[src/rtl/ks_iter_if.sv]
// ks_iter_if: key-in / round-key-out handshake bundle for the DES key schedule.
//   key_valid/key_ready/key_in/decrypt : key acceptance channel (master -> slave)
//   rk_valid/rk_ready/round_key/round_idx/rk_last : round-key stream (slave -> master)
// The slave modport is the key-schedule side; master is the producer/consumer side.
interface ks_iter_if;
  logic        key_valid;
  logic        key_ready;
  logic [1:64] key_in;
  logic        decrypt;
  logic        rk_valid;
  logic        rk_ready;
  logic [1:48] round_key;
  logic [4:0]  round_idx;
  logic        rk_last;

  modport master (
    output key_valid, key_in, decrypt, rk_ready,
    input  key_ready, rk_valid, round_key, round_idx, rk_last
  );

  modport slave (
    input  key_valid, key_in, decrypt, rk_ready,
    output key_ready, rk_valid, round_key, round_idx, rk_last
  );
endinterface

[src/rtl/ks_iter.sv]
// ks_iter: iterative DES key-schedule generator.
// Accepts one 64-bit key plus mode bit, then streams ROUNDS round keys
// (K1..K16 for encrypt, K16..K1 for decrypt) one per accepted beat.
//   clk   : rising-edge clock
//   rst_n : synchronous active-low reset
//   bus   : ks_iter_if.slave (key channel in, round-key stream out)
// Parameters:
//   ROUNDS     : round keys per key (1..16); decrypt always starts at index 16
//   SHIFT_MASK : bit r-1 set -> round r rotates by 2, else by 1
//   OUT_REG    : 1 = registered PC-2 output, 0 = combinational PC-2
module ks_iter #(
  parameter int unsigned ROUNDS     = 16,
  parameter logic [15:0] SHIFT_MASK = 16'b0111111011111100,
  parameter bit          OUT_REG    = 1'b1
) (
  input logic     clk,
  input logic     rst_n,
  ks_iter_if.slave bus
);

  typedef enum logic {IDLE, RUN} stateT;

  localparam logic [4:0] LAST_COUNT = 5'(ROUNDS);

  stateT       state, stateNext;
  logic [1:56] cd, cdNext;
  logic [4:0]  idx, idxNext;
  logic [4:0]  count, countNext;
  logic        decMode, decModeNext;
  logic        isLast;
  logic [3:0]  decMaskPos;

  function automatic logic [1:56] pc1(input logic [1:64] k);
    return {k[57], k[49], k[41], k[33], k[25], k[17], k[9],
            k[1],  k[58], k[50], k[42], k[34], k[26], k[18],
            k[10], k[2],  k[59], k[51], k[43], k[35], k[27],
            k[19], k[11], k[3],  k[60], k[52], k[44], k[36],
            k[63], k[55], k[47], k[39], k[31], k[23], k[15],
            k[7],  k[62], k[54], k[46], k[38], k[30], k[22],
            k[14], k[6],  k[61], k[53], k[45], k[37], k[29],
            k[21], k[13], k[5],  k[28], k[20], k[12], k[4]};
  endfunction

  function automatic logic [1:48] pc2(input logic [1:56] c);
    return {c[14], c[17], c[11], c[24], c[1],  c[5],
            c[3],  c[28], c[15], c[6],  c[21], c[10],
            c[23], c[19], c[12], c[4],  c[26], c[8],
            c[16], c[7],  c[27], c[20], c[13], c[2],
            c[41], c[52], c[31], c[37], c[47], c[55],
            c[30], c[40], c[51], c[45], c[33], c[48],
            c[44], c[49], c[39], c[56], c[34], c[53],
            c[46], c[42], c[50], c[36], c[29], c[32]};
  endfunction

  // C and D halves rotate independently; bit 1 / bit 29 wrap to the half's end.
  function automatic logic [1:56] rotl(input logic [1:56] v, input logic two);
    logic [1:28] c, d;
    c = v[1:28];
    d = v[29:56];
    if (two) begin
      c = {c[3:28], c[1:2]};
      d = {d[3:28], d[1:2]};
    end else begin
      c = {c[2:28], c[1]};
      d = {d[2:28], d[1]};
    end
    return {c, d};
  endfunction

  function automatic logic [1:56] rotr(input logic [1:56] v, input logic two);
    logic [1:28] c, d;
    c = v[1:28];
    d = v[29:56];
    if (two) begin
      c = {c[27:28], c[1:26]};
      d = {d[27:28], d[1:26]};
    end else begin
      c = {c[28], c[1:27]};
      d = {d[28], d[1:27]};
    end
    return {c, d};
  endfunction

  assign isLast     = (count == LAST_COUNT);
  // Decrypt undoes the shift of the round being left: mask bit idx-1.
  assign decMaskPos = 4'(idx - 5'd1);

  always_comb begin
    stateNext     = state;
    cdNext        = cd;
    idxNext       = idx;
    countNext     = count;
    decModeNext   = decMode;
    bus.key_ready = 1'b0;
    bus.rk_valid  = 1'b0;
    bus.rk_last   = 1'b0;
    bus.round_idx = '0;
    unique case (state)
      IDLE: begin
        bus.key_ready = 1'b1;
        if (bus.key_valid) begin
          decModeNext = bus.decrypt;
          countNext   = 5'd1;
          stateNext   = RUN;
          // C16D16 equals C0D0, so decrypt starts from the unrotated PC-1 value.
          if (bus.decrypt) begin
            cdNext  = pc1(bus.key_in);
            idxNext = 5'd16;
          end else begin
            cdNext  = rotl(pc1(bus.key_in), SHIFT_MASK[0]);
            idxNext = 5'd1;
          end
        end
      end
      RUN: begin
        bus.rk_valid  = 1'b1;
        bus.round_idx = idx;
        bus.rk_last   = isLast;
        if (bus.rk_ready) begin
          if (isLast) begin
            stateNext = IDLE;
          end else begin
            countNext = count + 5'd1;
            if (decMode) begin
              cdNext  = rotr(cd, SHIFT_MASK[decMaskPos]);
              idxNext = idx - 5'd1;
            end else begin
              // Encrypt applies the shift of the next round: mask bit (idx+1)-1.
              cdNext  = rotl(cd, SHIFT_MASK[idx[3:0]]);
              idxNext = idx + 5'd1;
            end
          end
        end
      end
      default: ;
    endcase
  end

  always_ff @(posedge clk) begin
    if (!rst_n) begin
      state   <= IDLE;
      cd      <= '0;
      idx     <= '0;
      count   <= '0;
      decMode <= 1'b0;
    end else begin
      state   <= stateNext;
      cd      <= cdNext;
      idx     <= idxNext;
      count   <= countNext;
      decMode <= decModeNext;
    end
  end

  if (OUT_REG) begin : gRegOut
    // Registering PC-2 of the next C/D keeps the same one-cycle latency
    // as the combinational variant.
    logic [1:48] rkReg;
    always_ff @(posedge clk) begin
      if (!rst_n) rkReg <= '0;
      else        rkReg <= pc2(cdNext);
    end
    assign bus.round_key = rkReg;
  end else begin : gCombOut
    assign bus.round_key = pc2(cd);
  end

endmodule
[src/flat_wrapper.sv]
// flat-port wrapper written by rule: the top's interface ports become plain ports
module ks_iter_flat 
#(
  parameter int unsigned ROUNDS     = 16,
  parameter logic [15:0] SHIFT_MASK = 16'b0111111011111100,
  parameter bit          OUT_REG    = 1'b1
)
  (clk, rst_n, bus_key_valid, bus_key_in, bus_decrypt, bus_rk_ready, bus_key_ready, bus_rk_valid, bus_round_key, bus_round_idx, bus_rk_last);
  ks_iter_if bus_i ();
  input logic clk;
  input logic rst_n;
  input wire logic [$bits(bus_i.key_valid)-1:0] bus_key_valid;
  input wire logic [$bits(bus_i.key_in)-1:0] bus_key_in;
  input wire logic [$bits(bus_i.decrypt)-1:0] bus_decrypt;
  input wire logic [$bits(bus_i.rk_ready)-1:0] bus_rk_ready;
  output wire logic [$bits(bus_i.key_ready)-1:0] bus_key_ready;
  output wire logic [$bits(bus_i.rk_valid)-1:0] bus_rk_valid;
  output wire logic [$bits(bus_i.round_key)-1:0] bus_round_key;
  output wire logic [$bits(bus_i.round_idx)-1:0] bus_round_idx;
  output wire logic [$bits(bus_i.rk_last)-1:0] bus_rk_last;
  assign bus_i.key_valid = bus_key_valid;
  assign bus_i.key_in = bus_key_in;
  assign bus_i.decrypt = bus_decrypt;
  assign bus_i.rk_ready = bus_rk_ready;
  assign bus_key_ready = bus_i.key_ready;
  assign bus_rk_valid = bus_i.rk_valid;
  assign bus_round_key = bus_i.round_key;
  assign bus_round_idx = bus_i.round_idx;
  assign bus_rk_last = bus_i.rk_last;
  ks_iter #(.ROUNDS(ROUNDS), .SHIFT_MASK(SHIFT_MASK), .OUT_REG(OUT_REG)) u_core (.clk(clk), .rst_n(rst_n), .bus(bus_i));
endmodule
[config.mk]
export PLATFORM = sky130hd
export DESIGN_NAME = ks_iter_flat
export DESIGN_NICKNAME = d
export VERILOG_FILES = /design/src/rtl/ks_iter_if.sv /design/src/rtl/ks_iter.sv /design/src/flat_wrapper.sv
export SDC_FILE = /design/constraint.sdc
export NUM_CORES = 1
export LEC_CHECK = 0
export BUFFER_PORTS_ARGS = -buffer_cell sky130_fd_sc_hd__buf_2
export CAP_MARGIN = 20
export CORE_MARGIN = 1.5
export CORE_UTILIZATION = 55
export DETAILED_ROUTE_END_ITERATION = 16
export PLACE_DENSITY = 0.89
export SLEW_MARGIN = 20
export SYNTH_ARGS = -nofsm -noshare
export SYNTH_HDL_FRONTEND = slang
export SYNTH_SLANG_ARGS = --single-unit
[constraint.sdc]
create_clock -name clk -period 3.3 [get_ports clk]
set_input_delay 0.33 -clock clk [delete_from_list [all_inputs] [get_ports clk]]
set_output_delay 0.33 -clock clk [all_outputs]
set_load 0.02 [all_outputs]
==> impl_metrics.json <==
{
  "fin_setup_tns_ps": 0,
  "ctsResizeCount": 0,
  "worst_hold_path_type": "input port to flop",
  "fin_util": 0.621,
  "ctsRootBufferMaster": "clkbuf_8",
  "antenna_found_initial": 0,
  "design.core.area_um2": 9770,
  "synthMuxAreaShare": 0.335,
  "synth-simple-area-share": 0.0444,
  "overflow": 0,
  "grt_pass1_vias": 4422,
  "synth.avg_cell_area_um2": 9.42,
  "seq_area_frac_synth": 0.249,
  "timing.final.crit_share": 0.755,
  "detail-route-antenna-nets": 0,
  "dieHeight_um": 103,
  "finalCriticalPeriod_ps": 2490,
  "grt_setup_unrepaired": "no",
  "die_w_um": 103,
  "outcome": "finished clean",
  "arrival_ps": 2730,
  "startpoint_type": "flop",
  "cts_hold_buf": 0,
  "clk_pin_slew_ps": 80,
  "grt_usage": 0.256,
  "drtIter0Drc": 317,
  "synth_cell_types": 40,
  "hold_viol": 0,
  "synth_top_family_by_area": "multiplexers",
  "max_freq_mhz": 402,
  "post_cts_buffers": 0,
  "vias": 4727,
  "slew_headroom": 0.334,
  "setup.worst_path.class": "flop to flop",
  "pin_count": 125,
  "p_leak_nw": 2.37,
  "final_max_slew_viol_count": 0,
  "skew_ps": 14.9,
  "clk_latency_ps": 350,
  "gp_congestion": 0.905,
  "layout_common_cells": "buf_2 (116), dfxtp_1 (68), a21oi_1 (61), mux2_1 (61), mux2i_1 (60)",
  "post_drt_wl_per_cell_um": 18.0,
  "irDropWorstVdd_mv": 0.279,
  "grt_max_degree": 68,
  "die_area_um2": 10700,
  "critPathMaxFanout": 56,
  "n_antenna_cell": 0,
  "yosys.area_share.adder": 0.00902,
  "ys_seq_elements": 69,
  "synth_nets": 662,
  "cts_buffer_depth": 2,
  "p_total_w": 0.00258,
  "critPathRequiredTime_ps": 3540,
  "vias_per_cell": 6.20,
  "final_nets": 698,
  "drc_errors": 0,
  "syn_area_um2": 5550,
  "cts_sinks": 69,
  "htree_num_levels": 3,
  "synth_compound_area_frac": 0.246,
  "numCtsBuffers": 9,
  "dp_cells": 747,
  "initial_core_util": 0.568,
  "drv_cap": 0,
  "area_growth_pct": 9.33,
  "dr.pass1.iters": 5,
  "cts_tree": "yes",
  "fin_ws_ps": 810,
  "drive_above_1_share": 0.317,
  "synth-xor-area-share": 0.00631,
  "io_buffers": 116,
  "final_common_cell": "buf_2",
  "critPathCaptureType": "flop",
  "grt_pass1_wl_mm": 21.9,
  "rows": 36,
  "powerDensity_nw_per_um2": 425,
  "dpl.hpwl_mm": 9.05,
  "yosysWarningCount": 0,
  "drt-total-wl_mm": 13.7,
  "synthCells": 589,
  "post-place-ws_ps": 799,
  "worst_slew_pin_slew_ps": 1000,
  "final_cells": 763,
  "setup_viol": 0
}
-- worst max-delay path, stage by stage (launching register included) --
cell,delay [ps]
dfxtp_1,480
inv_1,120
ha_1,360
nand2b_1,110
a21oi_1,100
o31ai_4,270
buf_12,330
mux2_1,370
o221a_1,210
-- per-stage QoR --
stage | hold WS [ps] | area [um2]
floorplan | 420 | 5550
global placement | 494 | 5830
detailed placement | 511 | 5830
CTS | 185 | 6070
global route | 187 | 6070
finish | 196 | 6070
-- where the power goes --
| group | switching (W) | internal (W) | leakage [nW] | total [W] |
|---|---|---|---|---|
| registers | 0.000129 | 0.000908 | 0.571 | 0.00104 |
| clock network | 0.000343 | 0.000502 | 0.116 | 0.000845 |
| logic | 0.000366 | 0.000331 | 1.68 | 0.000697 |
| total | 0.000837 | 0.00174 | 2.37 | 0.00258 |
-- metal layers --
metal | share of wire | track usage | vias to the layer above
met3 | 0.050 | 0.0565 | 22
met4 | 0.017 | 0.0832 | 0
li1 | - | - | 2281
met2 | 0.50 | 0.423 | 120
met5 | 0 | 0 | -
met1 | 0.43 | 0.332 | 2304
-- final timing paths --
check | from | to | slack (ps) | cells after the start
setup / recovery | u_core.idx[0] | u_core.bus.round_key[22] | 810 | 8
hold / removal | bus_rk_ready | u_core.state | 200 | 2
setup reg to reg | u_core.idx[0] | u_core.bus.round_key[22] | 810 | 8
hold reg to reg | u_core.count[1] | u_core.count[1] | 520 | 2
-- sequential cells by signal, summed over array words and instances (netlist names), named ones only --
register	flops
u_core.bus.round_key	47
u_core.cd	9
u_core.count	5
u_core.decMode	1
u_core.idx	5
u_core.state	1
-- cells in the mapped netlist --
library cell	n	area (um2)
nor4_1	1	6.26
o211a_1	1	10.0
a211oi_1	1	7.51
nand4b_1	2	17.5
mux2i_1	60	601
and2_1	6	37.5
nand4_1	2	12.5
mux2_2	51	574
nand3b_1	1	7.51
a41o_2	1	11.3
a2111oi_1	1	10.0
buf_4	54	405
or4b_1	1	10.0
xnor2_1	1	8.76
o211ai_1	2	15.0
mux2_1	61	687
o2111a_1	1	11.3
buf_1	8	30.0
and4bb_1	1	12.5
nand2b_1	4	25.0
o21ai_0	58	290
clkbuf_1	30	113
nand2_1	10	37.5
o21a_1	1	7.51
a21oi_1	61	305
dfxtp_1	69	1380
nand3_1	3	15.0
nand4bb_1	2	22.5
xor2_1	3	26.3
inv_1	5	18.8
o221a_1	56	631
o31ai_1	1	7.51
buf_2	9	45.0
o21ai_2	2	17.5
and3_1	1	6.26
ha_1	4	50.1
nor2_1	8	30.0
o31a_1	2	17.5
a21boi_1	3	22.5
or2_1	1	6.26
-- cells by family after synthesis --
group	Yosys count
compound gates	191
xor+xnor	4
fa+ha+maj	4
buf+inv	106
flops	69
mux	172
simple gates	43
-- area by class of cell --
cell class,count,area (um2)
Clock buffer,10,128
Clock inverter,6,111
Fill cell,824,3710
Inverter,5,18.8
Multi-Input combinational cell,414,3590
Sequential cell,69,1390
Tap cell,133,166
Timing Repair Buffer,126,668
(Power assumes the default switching activity.)
